===== config.mk =====
export PLATFORM = sky130hd
export DESIGN_NAME = if_id_queue
export DESIGN_NICKNAME = d
export VERILOG_FILES = /design/src/rtl/if_id_queue.sv
export SDC_FILE = /design/constraint.sdc
export NUM_CORES = 1
export LEC_CHECK = 0
export CORE_ASPECT_RATIO = 1.2
export CORE_UTILIZATION = 50
export CTS_CLUSTER_SIZE = 20
export DETAILED_ROUTE_END_ITERATION = 6
export PLACE_DENSITY = 0.86
export SLEW_MARGIN = 20
export SYNTH_ARGS = -nofsm -noshare
export SYNTH_HDL_FRONTEND = slang
export SYNTH_SLANG_ARGS = --single-unit

===== constraint.sdc =====
create_clock -name clk -period 4.2 [get_ports clk]
set_input_delay 0.42 -clock clk [delete_from_list [all_inputs] [get_ports clk]]
set_output_delay 0.42 -clock clk [all_outputs]
set_load 0.05 [all_outputs]

===== src/rtl/if_id_queue.sv =====
// if_id_queue: fetch-to-decode instruction buffer.
// Completed fetches go into a small circular FIFO, and the oldest entry is
// shown to decode. Fetch is held off while the FIFO is full or after a halt
// has been captured. A branch/jump redirect empties the FIFO.
module if_id_queue #(
    parameter int          DEPTH     = 2,
    parameter logic [15:0] NOP_INSTR = 16'h0800
) (
    input  logic                       clk,
    input  logic                       rst,
    input  logic [15:0]                f_instr,
    input  logic [15:0]                f_pc_incr,
    input  logic                       f_valid,
    input  logic                       f_err,
    input  logic                       flush,
    input  logic                       d_stall,
    output logic                       f_stall,
    output logic [15:0]                d_instr,
    output logic [15:0]                d_pc_incr,
    output logic                       d_err,
    output logic                       d_valid,
    output logic [$clog2(DEPTH+1)-1:0] count
);

    localparam int PTR_W = (DEPTH > 1) ? $clog2(DEPTH) : 1;
    localparam int CNT_W = $clog2(DEPTH + 1);

    // Entry storage. It holds data only and is never reset. Occupancy
    // (count) decides which entries are live.
    logic [15:0] instr_mem [DEPTH];
    logic [15:0] pc_mem    [DEPTH];
    logic        err_mem   [DEPTH];

    logic [PTR_W-1:0] head;
    logic [PTR_W-1:0] tail;
    logic             halt_seen;
    logic             full;
    logic             empty;
    logic             enq;
    logic             deq;

    // Pointers wrap at DEPTH-1. DEPTH does not have to be a power of two.
    function automatic logic [PTR_W-1:0] next_ptr(input logic [PTR_W-1:0] p);
        if (p == PTR_W'(DEPTH - 1))
            return '0;
        else
            return p + PTR_W'(1);
    endfunction

    // A halt has opcode bits [15:11] all zero.
    function automatic logic is_halt(input logic [15:0] instr);
        return (instr[15:11] == 5'b00000);
    endfunction

    assign full  = (count == CNT_W'(DEPTH));
    assign empty = (count == '0);

    // A full queue refuses a write even when a read happens in the same
    // cycle. There is no write-through bypass.
    assign enq = f_valid & ~full & ~halt_seen & ~flush;
    assign deq = ~empty & ~d_stall & ~flush;

    // f_stall is built only from registered state, so fetch sees no
    // combinational path from any input.
    assign f_stall = full | halt_seen;

    // Head presentation: an empty queue shows a NOP with zeroed side fields.
    always_comb begin
        d_valid   = ~empty;
        d_instr   = NOP_INSTR;
        d_pc_incr = 16'h0000;
        d_err     = 1'b0;
        if (!empty) begin
            d_instr   = instr_mem[head];
            d_pc_incr = pc_mem[head];
            d_err     = err_mem[head];
        end
    end

    // Control state: pointers, occupancy and halt capture. Flush beats enq/deq.
    always_ff @(posedge clk) begin
        if (!rst) begin
            head      <= '0;
            tail      <= '0;
            count     <= '0;
            halt_seen <= 1'b0;
        end else if (flush) begin
            head      <= '0;
            tail      <= '0;
            count     <= '0;
            halt_seen <= 1'b0;
        end else begin
            if (enq) begin
                tail <= next_ptr(tail);
                if (is_halt(f_instr))
                    halt_seen <= 1'b1;
            end
            if (deq)
                head <= next_ptr(head);
            count <= count + CNT_W'(enq) - CNT_W'(deq);
        end
    end

    // Entry write at the tail slot.
    always_ff @(posedge clk) begin
        if (enq) begin
            instr_mem[tail] <= f_instr;
            pc_mem[tail]    <= f_pc_incr;
            err_mem[tail]   <= f_err;
        end
    end

endmodule


After elaboration in Yosys (flattened, before gate mapping)
Memory sizes are Yosys's and may differ from the RTL's. A register that Yosys moved wholly into a read port is not among the register bits.
Cells that the tools add are included.
- memory bits (read-only): 0
- flip-flop bits (word level): 5
- logic and storage cells: 41
- bits in latches: 0
- input port bits: 38
- memories kept: 3
- RAM bits: 66
- muxes and demuxes: 13
- order comparisons: 0
- shift operators: 0
- equality and inequality tests: 1
- divide/modulo/power cells: 0
- reductions and logical operators: 4
- add/sub/neg operators: 4
- bitwise operators: 12
- $mul: 0
- memory list (name ; depth ; width ; rd ports ; clocked after Yosys merged registers in ; wr ports ; RTL line ; source):
    instr_mem ; 2 ; 16 ; 1 ; 1 ; 1 ; 30 ; logic [15:0] instr_mem [DEPTH];
    pc_mem ; 2 ; 16 ; 1 ; 1 ; 1 ; 31 ; logic [15:0] pc_mem [DEPTH];
    err_mem ; 2 ; 1 ; 1 ; 1 ; 1 ; 32 ; logic err_mem [DEPTH];
- operators by type and width (cell ; number):
    $mux 16 ; 2
    $mux 1 ; 11
    $not 1->1 ; 6
    $and 1x1->1 ; 5
    $logic_not 5->1 ; 1
    $add 1x1->1 const B ; 2
    $add 2x1->2 ; 1
    $eq 2x2->1 const B ; 1
    $logic_not 2->1 ; 1
    $reduce_and 2->1 ; 1
    $reduce_or 2->1 ; 1
    $sub 2x1->2 ; 1
    $or 1x1->1 ; 1

Logic depth before layout (Yosys ltp)
Gate-level depths: netlist of run 1.
- word-level depth: 7
- gate-level depth with buffers: 8
- gate-level depth less buffers: 8

Worst setup path after synthesis of run 1
No wires, ideal clock.
- path type: flip-flop to flip-flop
- from: reg count[0]
- to: mem err_mem[1] (enable)
- library setup time: 423 ps
- path buffers: 0
- cell stages (with the launch flop): 4
- arrival time: 2617 ps
- clock period less this slack: 3040 ps
- setup slack: 1160 ps
- path through: dfxtp_1 > nor2b_1 > or3_1 > nor2_1
- cells in the longest elaborated chain, start to end: 7
- RTL lines (element ; RTL line ; source):
    start: declaration ; 22 ; output logic [$clog2(DEPTH+1)-1:0] count
    start signal: assignment ; 100 ; count <= count + CNT_W'(enq) - CNT_W'(deq);
    $eq 2x2->1 ; 55 ; assign full = (count == CNT_W'(DEPTH));
    $not 1->1 ; 60 ; assign enq = f_valid & ~full & ~halt_seen & ~flush;
    $and 1x1->1 (3 in a row) ; 60 ;
    $mux 1 ; 106 ; if (enq) begin
    $mux 1 (implied by the code) ; 109 ; err_mem[tail] <= f_err;
    end: declaration ; 32 ;
Every way passes these cells.

==> results_dict.tcl, run 1 <==
set metrics [dict create \
    status "finished, final reports clean" \
    synth.top_cell.area_share 0.7132 \
    finalMaxSlewViolations 0 \
    antenna_cells 0 \
    dr.pass1.iters 4 \
    cts_buffer_depth 2 \
    cts_resized 0 \
    io_buffer_count 74 \
    synthCells 177 \
    clock_skew_ns 0.005872 \
    seqPwrFrac 0.539 \
    final.setup.tns_ns 0 \
    area.growth.synth_to_final_pct 36.24 \
    cts.clk_slew.worst_paths_ns 0.06 \
    cts.htree.levels 3 \
    grt_use_met3 0.05314 \
    die_area_sq_um 5861 \
    vdd_drop_max_v 0.0002232 \
    num_vias 1643 \
    routabilityCongestion 0.7935 \
    insertion_delay_ns 0.33 \
    dp_hpwl_um 3275 \
    final-seq-area_sq_um 2103 \
    grt_max_degree 37 \
    ys_types 21 \
    io_pins 75 \
    ys_seq_area_frac 0.7564 \
    arrival_ns 2.49 \
    syn_nets 217 \
    finalSetupViolCount 0 \
    top_usage_layer "met2" \
    r2r_slack_ns 2.16 \
    fin_crit_sh 0.6925 \
    drcViolationCount 0 \
    use_met2 0.3182 \
    die_w_um 70.06 \
    drt_iter0_drc 126 \
    max_clock_freq_mhz 343.8 \
    grt_pass1_vias 1692 \
    hold_viol 0 \
    crit_fanout 33 \
    n_fill_cell 364 \
    finalInstanceArea_sq_um 3786 \
    cts_made_buffers 9 \
    routedWlPerCell_um 15.02 \
    syn_area_sq_um 2779 \
    power.density_nw_per_um2 397.1 \
    synthTopCellsByArea "edfxtp_1 71%, mux2i_1 12%, nor2_1 4.9%, dfxtp_1 4.3%, buf_2 1.3%" \
    synth_warnings 0 \
    drive_above_1_share 0.07692 \
    synth_edf_count 66 \
    critPathKind "reg -> out" \
    initial_utilization 0.5210 \
    worstSetupStartpointType "register" \
    cts.sinks 72 \
    syn_avg_cell_area_sq_um 15.70 \
    p_sw_uw 312.3 \
    nNetsFinal 297 \
    rows 29 \
    rsz0062_at_grt "false" \
    finalPower_mw 1.503 \
    multi_input_area_sq_um 636.9 \
    die_y_um 83.67 \
    setup_ws_ns 1.291 \
    p_leak_nw 1.247 \
    swShare 0.2077 \
    coreArea_sq_um 5334 \
    ys_async_sr_fraction 0 \
    power_frac_comb 0.098 \
    p_int_mw 1.191 \
    use_met1 0.2105 \
    max_slew_margin 0.3333 \
    routed_wl_um 4837 \
    hold_class "reg -> reg" \
    viasPerCell 5.102 \
    post_cts_buffers 0 \
    postPlaceCellArea_sq_um 3588 \
    period_minus_slack_ns 2.909 \
    ys_dominant_reg_cell "edfxtp_1" \
    power_frac_clock 0.363 \
    pre_cts_slack_ns 1.581 \
    grt_pass1_wl_um 8017 \
    cts_hold_buf 0 \
    grt_overflow 0 \
    antenna_left 0 \
    antenna_found_initial 0 \
    max_cap_viol_count 0 \
    root_buffer "clkbuf_8" \
    synth_seq_cells 72 \
    grt.total_usage 0.1842 \
    worstMarginPinSlew_ns 1.000 \
    synth_top_cell_by_area "edfxtp_1" \
    endpoint_kind "output pin" \
    cts_tree "built" \
    crit_required_ns 3.78 \
]
[Yosys cell counts (all sizes together), types with 2 or more instances]
| library cell | instances |
|---|---|
| nand2b | 2 |
| edfxtp | 66 |
| o21ai | 2 |
| nor2b | 2 |
| dfxtp | 6 |
| a21oi | 3 |
| nor3 | 3 |
| nor2 | 36 |
| and2 | 2 |
| nand2 | 2 |
| inv | 4 |
| or3 | 2 |
| buf | 7 |
| mux2i | 33 |
| ha | 2 |
[per-layer routing]
| metal | up-vias | wire, um |
|---|---|---|
| met4 | 0 | 103 |
| met2 | 51 | 2656 |
| met1 | 778 | 1860 |
| met3 | 10 | 217 |
| met5 | - | 0 |
| li1 | 804 | - |
[flip-flops by register name, indices dropped and copies added (netlist names), named ones only]
name,count
instr_mem,32
count,2
head,1
err_mem,2
tail,1
pc_mem,32
halt_seen,1
[area by class of cell]
cell class,count,share of cell area
timing repair buffer,76,0.1996
clock buffer,9,0.03272
tap,62,0.02049
clock inverter,5,0.01950
sequential,72,0.5555
multi-input combinational,94,0.1682
inverter,4,0.003966
[metrics by stage]
stage / util / std cells / hold slack (ns)
floorplan: - / 177 / 0.4553
global placement: 0.6728 / 308 / 0.4740
detailed placement: 0.6728 / 308 / 0.4903
CTS: 0.7098 / 322 / 0.5000
global route: 0.7098 / 322 / 0.5254
finish: 0.7098 / 322 / 0.5023
[critical path, cell delays in order, from the launching register on]
cell	delay, ns
dfxtp_2	0.99
mux2i_1	0.18
nor2_1	0.15
clkdlybuf4s50_1	0.84
[path summary, 6_finish.rpt]
path	from	depth (start not counted)	end
max	register	3	d_instr[5]
min reg2reg	tail	2	tail
min	tail	2	tail
max reg2reg	count[1]	3	instr_mem[1][14]
[cells in the final DEF (no fill, tap or decap)]
| master | Yosys | routed |
|---|---|---|
| a21oi_1 | 3 | 3 |
| and2_1 | 2 | 2 |
| buf_4 | 0 | 2 |
| bufinv_16 | 0 | 2 |
| clkbuf_8 | 0 | 9 |
| clkdlybuf4s50_1 | 0 | 74 |
| clkinv_1 | 0 | 1 |
| clkinv_2 | 0 | 2 |
| dfxtp_1 | 6 | 5 |
| dfxtp_2 | 0 | 1 |
| edfxtp_1 | 66 | 66 |
| ha_1 | 2 | 2 |
| inv_1 | 4 | 4 |
| mux2i_1 | 33 | 33 |
| nand2_1 | 2 | 2 |
| nand2b_1 | 2 | 2 |
| nand3_1 | 1 | 1 |
| nor2_1 | 36 | 34 |
| nor2_2 | 0 | 1 |
| nor2_4 | 0 | 1 |
| nor2b_1 | 2 | 2 |
| nor3_1 | 3 | 3 |
| o21ai_0 | 1 | 1 |
| o21ai_1 | 1 | 1 |
| o31ai_1 | 1 | 1 |
| or2_2 | 1 | 1 |
| or3_1 | 2 | 2 |
| or4_4 | 1 | 1 |
| xor2_1 | 1 | 1 |
[power groups by stage]
stage	clock, mW	combinational (mW)	sequential (mW)
final	0.545	0.147	0.811
after global routing	0.591	0.157	0.812
after CTS	0.553	0.148	0.811
after detailed placement	0	0.148	0.827
after global placement	0	0.144	0.825
after floorplan	0	0.0750	0.825
[logic make-up (layout without fill, tap and decap cells)]
group                    after synthesis  in the layout  share of synthesized area
AND/OR/NAND/NOR                       52             52                    0.08284
buffers and inverters                 11             94                    0.01801
XOR/XNOR                               1              1                   0.003152
flip-flops                            72             72                     0.7564
AO/OA/AOI/OAI                          6              6                    0.01170
multiplexers                          33             33                     0.1189
adder cells (fa/ha/maj)                2              2                   0.009004
(Power assumes the default switching activity.)
==> inputs of run 2 (changes only) <==
Settings changed: CORE_UTILIZATION 50 to 48, PLACE_DENSITY 0.86 to 0.83.
Clock period 4.2 ns to 3 ns, I/O delays scaled along.
==> run 2 against run 1 <==
First-iteration DRC count is 12% higher. Clock-buffer cell count grew 6. Combinational power up 46%. Cell area grew 0.83%. Critical endpoint is now d_pc_incr[5]. Final cell count increased by 2.5%. Sequential power rose by 39%. Non-clock buffer count is 4 higher. Wire length grew 4.2%. Sequential cell count is the same. Critical path depth is 1 higher. Die area is 4.1% higher.
==> results_dict.tcl, run 2 (same netlist as run 1, synthesis figures left out) <==
set metrics [dict create \
    status "finished, final reports clean" \
    routed_wl_um 5041 \
    initial_utilization 0.4936 \
    clock_skew_ns 0.006813 \
    grt_pass1_wl_um 7928 \
    area.growth.synth_to_final_pct 37.37 \
    final_util 0.6780 \
    cts_buffer_depth 2 \
    dpl.cell_count 314 \
    cts.clk_slew.worst_paths_ns 0.06 \
    dr.pass1.iters 5 \
    max_clock_freq_mhz 394.3 \
    finalSetupViolCount 0 \
    p_leak_nw 1.259 \
    power.density_nw_per_um2 527.0 \
    slowest_delay_ns 0.71 \
    hold_viol 0 \
    critPathKind "reg -> out" \
    drt_iter0_drc 141 \
    grt_overflow 0 \
    max_slew_margin 0.6475 \
    reg_top3 "instr_mem (32), pc_mem (32)" \
    slowest_stage "clkdlybuf4s50_1" \
    finalPower_mw 2.012 \
    cts_tree "built" \
    die_w_um 71.46 \
    antenna_cells 0 \
    routabilityCongestion 0.8289 \
    io_buffer_count 74 \
    pre_cts_slack_ns 0.6346 \
    hold_class "reg -> reg" \
    final.setup.tns_ns 0 \
    insertion_delay_ns 0.34 \
    worstSetupStartpointType "register" \
    io_pins 75 \
    die_area_sq_um 6099 \
    antenna_found_initial 0 \
    cts_made_buffers 9 \
    final_cell_mix "74 x clkdlybuf4s50_1, 66 x edfxtp_1, 34 x nor2_1" \
    r2r_slack_ns 0.87 \
    crit_required_ns 2.70 \
    root_buffer "clkbuf_8" \
    grt.total_usage 0.1789 \
    wl_met2_um 2657 \
    cts_resized 0 \
    period_minus_slack_ns 2.536 \
    worstPathCellList "nor2_2 > buf_4 > nor2_1 > clkdlybuf4s50_1" \
    crit_fanout 17 \
    fin_crit_sh 0.8454 \
    layout_commonest_cell "clkdlybuf4s50_1" \
    fin_hold_ws_ns 0.5087 \
    max_cap_viol_count 0 \
    grt_pass1_vias 1658 \
    num_vias 1652 \
    cts.htree.levels 3 \
    worstMarginPinSlew_ns 0.5271 \
    drive_above_1_share 0.08647 \
    dp_hpwl_um 3439 \
    routedWlPerCell_um 15.28 \
    cts.sinks 72 \
    rsz0062_at_grt "false" \
    coreArea_sq_um 5630 \
    grt_max_degree 31 \
    rows 30 \
    top_layer "met4" \
    postPlaceCellArea_sq_um 3646 \
    vdd_drop_max_v 0.0003254 \
    antenna_left 0 \
    cts_hold_buf 0 \
    die_y_um 85.35 \
    finalInstanceArea_sq_um 3817 \
    wl_met3_um 247 \
    setup_ws_ns 0.4639 \
    drt-met1-wl_um 2032 \
    instances_no_fill 330 \
    viasPerCell 5.006 \
    nNetsFinal 301 \
    endpoint_kind "output pin" \
    drcViolationCount 0 \
    arrival_ns 2.24 \
    post_cts_buffers 0 \
    finalMaxSlewViolations 0 \
]
run 2: area by class of cell:
type,count,area [sq um]
well taps,64,80.08
repair buffers,80,810.8
inverters,4,15.01
flip-flops and latches,72,2103
fillers,428,1813
clock buffers,15,166.4
multi-input cells,94,636.9
clock inverters,1,5.005
run 2: routing by layer:
layer  global-route usage  vias to the layer above
met1               0.2117                      770
met5                    0                        -
met4               0.1123                        0
met2               0.2987                       58
met3              0.03563                       11
li1                     -                      813
run 2: worst max-delay path, delay by kind of cell, from the launching register on:
kind,cells,cell delay [ns]
buffers and inverters,2,1.03
DFF,1,0.34
and+or+nand+nor,2,0.52
run 2: power by group:
group | total [mW] | internal, mW | leakage, nW | switching (mW)
logic | 0.214 | 0.0941 | 0.516 | 0.120
registers | 1.13 | 1.12 | 0.655 | 0.00781
clock network | 0.665 | 0.346 | 0.0877 | 0.319
run 2: worst paths after layout:
path | startpoint | end | cells after the start
worst max-delay path | count[1] | d_pc_incr[5] | 4
worst min-delay path | tail | tail | 2
worst max register to register | count[1] | count[1] | 9
worst min register to register | tail | tail | 2
==> inputs of run 3 (changes only) <==
Settings changed: CORE_UTILIZATION 48 to 43, PLACE_DENSITY 0.83 to 0.79.
Clock period 3 ns to 2.1 ns, I/O delays scaled along.
==> run 3 against run 2 <==
Setup slack lost 0.24 ns. Die area grew 11%. Clock power grew 37%. Critical path depth grew 4. Wire length grew 0.44%. Total power grew 41%. Largest cell class unchanged. First-iteration DRC count shrank 36%. Sequential power grew 43%. Clock-buffer cell count shrank 5. Clock skew grew 0.0041 ns.
==> results_dict.tcl, run 3 (same netlist as run 1, synthesis figures left out) <==
set metrics [dict create \
    worstMarginPinSlew_ns 0.4965 \
    viasPerCell 4.753 \
    crit_required_ns 2.34 \
    drcViolationCount 0 \
    status "finished, final reports clean" \
    grt_overflow 0 \
    clock_skew_ns 0.01088 \
    finalMaxSlewViolations 0 \
    nNetsFinal 305 \
    pre_cts_slack_ns -0.01769 \
    slowest_stage "or3_1" \
    io_pins 75 \
    grt_pass1_vias 1658 \
    antenna_found_initial 0 \
    slowest_delay_ns 0.37 \
    setup_ws_ns 0.2210 \
    hold_class "in -> reg" \
    worstPathCellList "nor2b_1 > or3_1 > ha_1 > inv_1 > ha_1 > xor2_1 > and2_1 > nor3_1" \
    max_clock_freq_mhz 532.2 \
    instances_no_fill 352 \
    cts_made_buffers 9 \
    r2r_slack_ns 0.22 \
    initial_utilization 0.4535 \
    reg_top3 "instr_mem (32), pc_mem (32)" \
    antenna_cells 0 \
    routabilityCongestion 0.7154 \
    drive_above_1_share 0.2407 \
    hold_viol 0 \
    drt_iter0_drc 90 \
    endpoint_kind "register" \
    reg2reg_depth 8 \
    cts.htree.levels 3 \
    dp_hpwl_um 3489 \
    power.density_nw_per_um2 741.8 \
    timing.rr.end "count[1]" \
    cp_num_cells 8 \
    antenna_left 0 \
    cts.sinks 72 \
    final.setup.tns_ns 0 \
    dr.pass1.iters 4 \
    final_cell_mix "66 x edfxtp_1, 39 x clkdlybuf4s50_1, 39 x buf_4" \
    io_buffer_count 74 \
    crit_fanout 5 \
    grt_max_degree 36 \
    critPathKind "reg -> reg" \
    cts_tree "built" \
    layout_commonest_cell "edfxtp_1" \
    p_leak_nw 1.345 \
    rsz0062_at_grt "false" \
    cts.clk_slew.worst_paths_ns 0.08 \
    die_w_um 75.39 \
    routedWlPerCell_um 14.38 \
    grt_pass1_wl_um 7762 \
    endpoint "count[1]" \
    r2r_start "count[1]" \
    crit_family "simple AND/OR/NAND/NOR gates" \
    die_y_um 90.06 \
    period_minus_slack_ns 1.879 \
    die_area_sq_um 6789 \
    arrival_ns 2.12 \
    area.growth.synth_to_final_pct 37.46 \
    vdd_drop_max_v 0.0007301 \
    insertion_delay_ns 0.33 \
    finalSetupViolCount 0 \
    cts_hold_buf 0 \
    max_cap_viol_count 0 \
    post_cts_buffers 0 \
    path_buf_inv 1 \
    worstSetupStartpointType "register" \
    cts_resized 1 \
    max_slew_margin 0.6680 \
    coreArea_sq_um 6128 \
    fin_crit_sh 0.8948 \
    cp_common_cell "ha_1" \
    num_vias 1673 \
    grt.total_usage 0.1599 \
    dpl.cell_count 336 \
    cts_buffer_depth 2 \
    fin_hold_ws_ns 0.4527 \
    rows 31 \
    worstSetupStartpoint "count[1]" \
    root_buffer "clkbuf_8" \
    routed_wl_um 5063 \
]
## run 3: power by group
part / internal [mW] / total [mW] / switching [mW]
clock network: 0.420 / 0.908 / 0.488
logic: 0.134 / 0.309 / 0.175
registers: 1.61 / 1.62 / 0.0101
total: 2.16 / 2.83 / 0.673
## run 3: how the worst min path moves through the flow
| stage | start | cells past startpoint | end | slack (ns) |
|---|---|---|---|---|
| 4_1_cts | f_pc_incr[14] | 1 | pc_mem[0][14] | 0.45 |
| 2_1_floorplan | f_err | 0 | err_mem[0] | 0.31 |
| 3_5_place_dp | tail | 2 | tail | 0.48 |
| 3_3_place_gp | tail | 2 | tail | 0.48 |
| 6_report | f_pc_incr[14] | 1 | pc_mem[0][14] | 0.45 |
| 5_1_grt | f_pc_incr[14] | 1 | pc_mem[0][14] | 0.45 |
## run 3: cell type report
cell class                 count  area, sq um
tap                           82        102.6
fill                         503         2308
clock buffer                  10        127.6
sequential                    72         2106
inverter                       4        18.77
multi-input combinational     94        636.9
clock inverter                 6        36.28
timing repair buffer          84        792.0
## run 3: routing by layer
| layer | vias up | share of wire | global-route usage |
|---|---|---|---|
| met1 | 797 | 0.38 | 0.1714 |
| met2 | 46 | 0.54 | 0.2768 |
| met3 | 12 | 0.052 | 0.04260 |
| li1 | 818 | - | - |
| met5 | - | 0 | 0 |
| met4 | 0 | 0.026 | 0.08488 |
## run 3: worst register-to-register path, delay by kind of cell, from the launching register on
kind                     cells  cell delay (ns)
adder cells (fa/ha/maj)      2             0.46
AND/OR/NAND/NOR              4             0.82
XOR/XNOR                     1             0.15
buffers and inverters        1             0.04
flip-flops                   1             0.34
## run 3: through the flow
step	util	area, sq um	total power, mW
final	0.6233	3820	2.833
after global routing	0.6233	3820	2.930
after CTS	0.6233	3820	2.845
after detailed placement	0.5968	3657	1.960
after global placement	0.5968	3657	1.952
after floorplan	-	2793	1.803
